--- src/rtl/parity_pkg.sv ---
// Shared types and elaboration-time helpers for the pipelined parity stream checker.
// Covers frame state, per-beat sideband, and XOR3 tree sizing.
package parity_pkg;

    typedef enum logic {
        IDLE    = 1'b0,
        INFRAME = 1'b1
    } frame_state_e;

    typedef struct packed {
        logic par;
        logic last;
        logic fpar;
        logic mode;
    } sideband_t;

    // Number of XOR3 levels needed to fold n bits down to one.
    function automatic int clog3(input int n);
        int d;
        int p;
        d = 0;
        p = 1;
        while (p < n) begin
            p = p * 3;
            d = d + 1;
        end
        return d;
    endfunction

    function automatic int level_width(input int w, input int k);
        int r;
        r = w;
        for (int i = 0; i < k; i++) r = (r + 2) / 3;
        return r;
    endfunction

endpackage

--- src/rtl/parity_xor3_tree.sv ---
// Width-generic XOR3 reduction tree with STAGES register levels spread evenly
// over the tree; the final level is always registered so the output is a flop.
module parity_xor3_tree
    import parity_pkg::*;
#(
    parameter int WIDTH  = 9,
    parameter int STAGES = 2
) (
    input  logic             clk,
    input  logic             rst,
    input  logic             en,
    input  logic [WIDTH-1:0] in_data,
    output logic             out_par
);

    localparam int LEVELS = clog3(WIDTH);

    // Two spare zero bits let the last partial group read past the data safely.
    logic [WIDTH+1:0] node [0:LEVELS];

    assign node[0] = {2'b00, in_data};

    for (genvar k = 0; k < LEVELS; k++) begin : g_lvl
        localparam int WO      = level_width(WIDTH, k + 1);
        localparam bit REG_LVL = (((k + 1) * STAGES) / LEVELS) != ((k * STAGES) / LEVELS);

        logic [WIDTH+1:0] red_d;

        // NOTE: assigning a default before the loop keeps every bit driven on
        // every path, so no latch is inferred for the unused upper bits.
        always_comb begin
            red_d = '0;
            for (int j = 0; j < WO; j++) begin
                red_d[j] = node[k][3*j] ^ node[k][3*j+1] ^ node[k][3*j+2];
            end
        end

        if (REG_LVL) begin : g_reg
            logic [WIDTH+1:0] red_q;
            // NOTE: sequential state uses non-blocking assignment so every flop
            // samples pre-edge values regardless of process ordering.
            always_ff @(posedge clk or posedge rst) begin
                if (rst)     red_q <= '0;
                else if (en) red_q <= red_d;
            end
            assign node[k+1] = red_q;
        end else begin : g_comb
            assign node[k+1] = red_d;
        end
    end

    assign out_par = node[LEVELS][0];

endmodule

--- config.mk ---
export PLATFORM = sky130hd
export DESIGN_NAME = parity_xor3_tree
export DESIGN_NICKNAME = d
export VERILOG_FILES = /design/src/rtl/parity_pkg.sv /design/src/rtl/parity_xor3_tree.sv
export SDC_FILE = /design/constraint.sdc
export NUM_CORES = 1
export LEC_CHECK = 0
export CORE_AREA = 5 5 42 44
export DETAILED_ROUTE_END_ITERATION = 8
export DIE_AREA = 0 0 47 49
export GPL_TIMING_DRIVEN = 0
export MAX_ROUTING_LAYER = met4
export PLACE_DENSITY_LB_ADDON = 0.05
export SETUP_SLACK_MARGIN = 0.2
export SLEW_MARGIN = 20
export SYNTH_ARGS = -nofsm -noshare
export SYNTH_HDL_FRONTEND = slang
export SYNTH_SLANG_ARGS = --single-unit
--- constraint.sdc ---
create_clock -name clk -period 3.3 [get_ports clk]
set_input_delay 0.99 -clock clk [delete_from_list [all_inputs] [get_ports clk]]
set_output_delay 0.99 -clock clk [all_outputs]
set_load 0.1 [all_outputs]
# Word-level counts from Yosys, hierarchy flattened
# Index checks and enable logic that the tools add are counted.
totals:
  register_bits: 4
  latch_bits: 0
  mem_bits_rw: 0
  mem_bits_ro: 0
  inputBits: 12
  out_inout_bits: 1
  elab_cells: 10
  memories: 0
classes:
  add_sub_neg: 0
  n_mul: 0
  div: 0
  n_lt_le_gt_ge: 0
  n_eq_ne: 0
  shifts: 0
  mux: 0
  n_bitwise: 8
  reduce_logical: 0
ops:
  columns: ["cell", "n"]
  rows:
  - ["XOR 1 bit", 8]

# Logic depth before layout (Yosys ltp)
# Gate-level depths: netlist of the first run.
logic_depth:
  depth_word: 2
  ltp_mapped: 2

# Least setup slack after synthesis of the first run
# Ideal clock, no wire load.
synth_timing:
  kind: "register to output"
  startpoint: "register g_lvl[1].g_reg.red_q[0]"
  endpoint: "output out_par"
  arrival_time_ns: 0.898
  required_ns: 2.310
  setup_slack_ns: 1.412
  stages_incl_launch_ff: 1
  path_cell_list: "dfrtp_1"
synth_lines:
  columns: ["item", "line_no", "rtl"]
  rows:
  - ["start, declared", "parity_xor3_tree.sv:39", "logic [WIDTH+1:0] red_q;"]
  - ["start signal, assigned", "parity_xor3_tree.sv:44", "else if (en) red_q <= red_d;"]
  - ["end, declared", "parity_xor3_tree.sv:13", "output logic out_par"]
# No word-level cell between the ends.

# Final worst setup path of the first run
layout_timing:
  startpoint: "register g_lvl[1].g_reg.red_q[0]"
  endpoint: "output out_par"
# No word-level cell between the ends.

==> results.yml, run 1 <==
timing:
  relSlewSlack_pct: 35.4
  hold_viol_final: 0
  setup_slack_ns: 0.594
  slew_viol_final: 0
  fin_crit_sh_pct: 82.0
  setup_viol: 0
  fmax_mhz: 370
  max_slew.worst_pin.slew_ns: 0.966
  skew_ns: 0.00205
  min_period_ns: 2.71
  grt_setup_unrepaired: "false"
  tns_ns: 0
synthesis:
  syn_area_per_cell_um2: 19.1
  syn_area_um2: 248
  yosysTopAreaCell: "dfrtp_1"
  synth_nets: 25
  ys_ff_latch: 4
  synth_area_leaders: "dfrtp_1, xor3_1, mux2_2, mux2_4, inv_1"
  netlist.area_leader.share_pct: 40.4
  synth_cells: 13
  ys_seq_area_share_pct: 40.4
  synth.distinct_cells: 5
  ys_warn_count: 0
floorplanning:
  rows: 14
  die_x_um: 47
  die_y_um: 49
  start_util_pct: 17.7
  dieArea_um2: 2300
  io-pin-count: 13
  core_um2: 1400
finish:
  num-nets-final: 42
  finish.instance_area_um2: 410
  num-fill-cells: 152
  largest_register: "g_lvl.g_reg.red_q"
  largestRegisters: "g_lvl.g_reg.red_q: 4 flops"
  multi_input_area_um2: 144
  largest_register_ffs: 4
  drive_gt1_share_pct: 25.0
  area_growth_pct: 65.7
  num_antenna_cells: 0
  seqCellArea_um2: 100
  utilization_pct: 29.3
critical_path:
  reg2reg_slack_ns: 2.19
  path_class: "reg -> out"
  setup.worst_path.start_class: "flip-flop"
  cpPeakStageDelay_ns: 1.14
  slowest_stage: "clkdlybuf4s50_1"
  cp.required_ns: 2.31
  reg2reg_from: "g_lvl[0].g_reg.red_q[0]$_DFFE_PP0P_"
  critPathTopFamily: "buffers and inverters"
  endpoint_kind: "output port"
  arrival_ns: 1.72
  path_max_fanout: 2
  rr_worst_depth: 2
  cp.buffers_inverters: 1
  crit_chain: "clkdlybuf4s50_1"
  worstReg2RegEnd: "g_lvl[1].g_reg.red_q[0]$_DFFE_PP0P_"
routing:
  viasPerCell: 3.39
  routed_wl_um: 486
  drt_iter0_drc: 0
  drc: 0
  post_drt_wl_per_cell_um: 11.0
  vias: 149
  ant_nets: 0
  firstDrtPassIters: 1
clock_tree:
  path_clk_slew_ns: 0.04
  clock-sinks: 4
  ctsRootBufferMaster: "clkbuf_4"
  clk_latency_ns: 0.23
  cts_setup_buffers: 0
  htreeDepth: 1
  cts_buffer_depth: 2
  postCtsResizedCells: 0
  cts_tree: "yes"
  cts-hold-fix-buffers: 0
  cts_buffers: 3
worst_hold_path:
  whs_path_depth: 1
  min-delay-start: "g_lvl[1].g_reg.red_q[0]$_DFFE_PP0P_"
  hold_class: "reg -> reg"
  min_to: "g_lvl[1].g_reg.red_q[0]$_DFFE_PP0P_"
grt:
  overflow: 0
  grt_max_degree: 5
  grt_pass1_vias: 171
  grt_usage_pct: 4.64
  antenna_found_initial: 0
  grt_pass1_wl_um: 676
power:
  ir_drop_v: 0.000505
  p_leak_nw: 0.194
  p_per_area_nw_per_um2: 610
placed_design:
  dpl_worst_slack_ns: 0.857
  gp_congestion: 0.626
  io_buffers: 12
  placed_cell_area_um2: 388
run_status:
  status: "finished clean"
flow_run:
  maxCapViolCount: 0
## power breakdown
group	leakage (nW)	total (mW)	internal [mW]	switching [mW]
Combinational	0.133	0.117	0.0573	0.0601
Clock	0.0138	0.0614	0.0407	0.0206
Sequential	0.0468	0.0715	0.0632	0.00833
Total	0.194	0.250	0.161	0.0891
## worst register-to-register path, cell delays in order (launching register included)
cell,delay [ns]
dfrtp_1,0.34
xor3_1,0.40
mux2_4,0.26
## worst max-delay path by stage
| stage | start | endpoint | slack, ns | cells after the start |
|---|---|---|---|---|
| global placement | g_lvl[1].g_reg.red_q[0]$_DFFE_PP0P_ | out_par | 0.85 | 1 |
| detailed placement | g_lvl[1].g_reg.red_q[0]$_DFFE_PP0P_ | out_par | 0.86 | 1 |
| CTS | g_lvl[1].g_reg.red_q[0]$_DFFE_PP0P_ | out_par | 0.58 | 1 |
| floorplan | g_lvl[1].g_reg.red_q[0]$_DFFE_PP0P_ | out_par | 1.41 | 0 |
| finish | g_lvl[1].g_reg.red_q[0]$_DFFE_PP0P_ | out_par | 0.59 | 1 |
| global route | g_lvl[1].g_reg.red_q[0]$_DFFE_PP0P_ | out_par | 0.54 | 1 |
## through the flow
stage               total power [mW]  hold WS, ns  std cells
global placement               0.190        0.496         41
global route                   0.266        0.544         44
CTS                            0.255        0.519         44
finish                         0.250        0.517         44
floorplan                      0.158        0.482         13
detailed placement             0.190        0.493         41
## layout make-up
cell class                      instances  area share [%]
Clock buffer                            3            5.49
Tap cell                               16            4.88
Inverter                                1           0.915
Timing Repair Buffer                   12            29.3
Sequential cell                         4            24.4
Multi-Input combinational cell          8            35.1
## layer usage
| layer | global-route usage, % | part of all wire [%] |
|---|---|---|
| met5 | - | 0 |
| met4 | 2.76 | 0 |
| met3 | 4.43 | 18 |
| met2 | 6.11 | 43 |
| met1 | 4.24 | 38 |
## cells by family (layout without fill, tap and decap cells)
family / after synthesis / in the layout / share of synthesized area, %
xor gates and xnor gates: 4 / 4 / 38.4
buffers and inverters: 1 / 16 / 1.51
DFF: 4 / 4 / 40.4
muxes: 4 / 4 / 19.7
## layout by cell type, fill, tap and decap left out
cell type        count
clkdlybuf4s50_1     12
inv_1                1
dfrtp_1              4
clkbuf_4             3
mux2_4               1
xor3_1               4
mux2_2               3
## cells in the mapped netlist, drive strengths merged
| cell type | count |
|---|---|
| xor3 | 4 |
| dfrtp | 4 |
| inv | 1 |
| mux2 | 4 |
(Power assumes the default switching activity.)
==> inputs of run 2 (changes only) <==
- clock period: 3.3 -> 2.6 ns (I/O delays scaled with it)
==> results.yml, run 2 (synthesis results as in run 1) <==
routing:
  ant_nets: 0
  firstDrtPassIters: 1
  drc: 0
  routed_wl_um: 485
  vias: 149
  post_drt_wl_per_cell_um: 11.0
  viasPerCell: 3.39
  drt_iter0_drc: 0
grt:
  grt_max_degree: 5
  overflow: 0
  antenna_found_initial: 0
  grt_pass1_wl_um: 676
  grt_usage_pct: 4.64
  grt_pass1_vias: 171
timing:
  hold_viol_final: 0
  tns_ns: 0
  setup_viol: 0
  relSlewSlack_pct: 36.6
  fin_crit_sh_pct: 85.1
  skew_ns: 0.00205
  fmax_mhz: 452
  timing.hold.ws_ns: 0.512
  slew_viol_final: 0
  grt_setup_unrepaired: "false"
  min_period_ns: 2.21
  max_slew.worst_pin.slew_ns: 0.955
critical_path:
  crit_chain: "dlygate4sd2_1"
  arrival_ns: 1.43
  reg2reg_from: "g_lvl[0].g_reg.red_q[0]$_DFFE_PP0P_"
  path_class: "reg -> out"
  endpoint_kind: "output port"
  reg2reg_slack_ns: 1.49
  rr_worst_depth: 2
  cp.buffers_inverters: 1
  cp-startpoint: "g_lvl[1].g_reg.red_q[0]$_DFFE_PP0P_"
  cp_num_cells: 1
  setup.worst_path.start_class: "flip-flop"
  critPathTopFamily: "buffers and inverters"
  slowest_stage: "dlygate4sd2_1"
  crit_end: "out_par"
  worstReg2RegEnd: "g_lvl[1].g_reg.red_q[0]$_DFFE_PP0P_"
  path_max_fanout: 2
  cp.required_ns: 1.82
  cpPeakStageDelay_ns: 0.86
placed_design:
  gp_congestion: 0.626
  io_buffers: 12
floorplanning:
  io-pin-count: 13
  start_util_pct: 17.7
  dieArea_um2: 2300
  core_um2: 1400
  die_y_um: 49
  die_x_um: 47
  rows: 14
clock_tree:
  cts_buffer_depth: 2
  htreeDepth: 1
  clock-sinks: 4
  cts_tree: "yes"
  path_clk_slew_ns: 0.04
  cts_buffers: 3
  clk_latency_ns: 0.23
  ctsRootBufferMaster: "clkbuf_4"
finish:
  final_cell_mix: "clkdlybuf4s50_1, xor3_1, dfrtp_1"
  num_antenna_cells: 0
  multi_input_area_um2: 144
  largestRegisters: "g_lvl.g_reg.red_q: 4 flops"
  num-fill-cells: 153
  largest_register_ffs: 4
  area_growth_pct: 65.2
  seqCellArea_um2: 100
  drive_gt1_share_pct: 25.0
  num-nets-final: 42
  final_common_cell: "clkdlybuf4s50_1"
  largest_register: "g_lvl.g_reg.red_q"
power:
  p_total_mw: 0.311
  p_per_area_nw_per_um2: 761
  ir_drop_v: 0.000615
  p_leak_nw: 0.195
run_status:
  status: "finished clean"
worst_hold_path:
  hold_class: "reg -> reg"
flow_run:
  maxCapViolCount: 0
run 2: through the flow:
stage / util (%) / std cells / instance area (um2) / setup slack, ns
floorplan: - / 13 / 248 / 0.922
global placement: 27.7 / 41 / 388 / 0.357
detailed placement: 27.7 / 41 / 388 / 0.367
CTS: 29.2 / 44 / 409 / 0.374
global route: 29.2 / 44 / 409 / 0.330
finish: 29.2 / 44 / 409 / 0.387
run 2: layout make-up:
class / instances / area share [%]
timing repair buffer: 12 / 29.1
clock buffer: 3 / 5.50
multi-input combinational: 8 / 35.2
tap: 16 / 4.89
inverter: 1 / 0.917
sequential: 4 / 24.5
run 2: layer usage:
layer	up-vias	wire [um]	track usage, %
met5	-	0	-
met4	0	0	2.76
met3	0	89	4.43
met2	11	208	6.11
met1	62	186	4.24
li1	76	-	-
run 2: what timing repair did:
action / CTS / global route
setup endpoints to repair: 1 / 0
hold buffers: 0 / 0
setup buffers: 0 / 0
gates resized for setup: 1 / 0
run 2: worst min-delay path by stage:
stage,endpoint,from,depth (start not counted)
floorplan,g_lvl[0].g_reg.red_q[0]$_DFFE_PP0P_,g_lvl[0].g_reg.red_q[0]$_DFFE_PP0P_,1
global placement,g_lvl[1].g_reg.red_q[0]$_DFFE_PP0P_,g_lvl[1].g_reg.red_q[0]$_DFFE_PP0P_,1
detailed placement,g_lvl[1].g_reg.red_q[0]$_DFFE_PP0P_,g_lvl[1].g_reg.red_q[0]$_DFFE_PP0P_,1
CTS,g_lvl[1].g_reg.red_q[0]$_DFFE_PP0P_,g_lvl[1].g_reg.red_q[0]$_DFFE_PP0P_,1
global route,g_lvl[0].g_reg.red_q[0]$_DFFE_PP0P_,g_lvl[0].g_reg.red_q[0]$_DFFE_PP0P_,1
finish,g_lvl[1].g_reg.red_q[0]$_DFFE_PP0P_,g_lvl[1].g_reg.red_q[0]$_DFFE_PP0P_,1
run 2: power by group:
part,switching [mW],internal (mW)
registers,0.0102,0.0802
logic,0.0762,0.0669
clock network,0.0262,0.0517
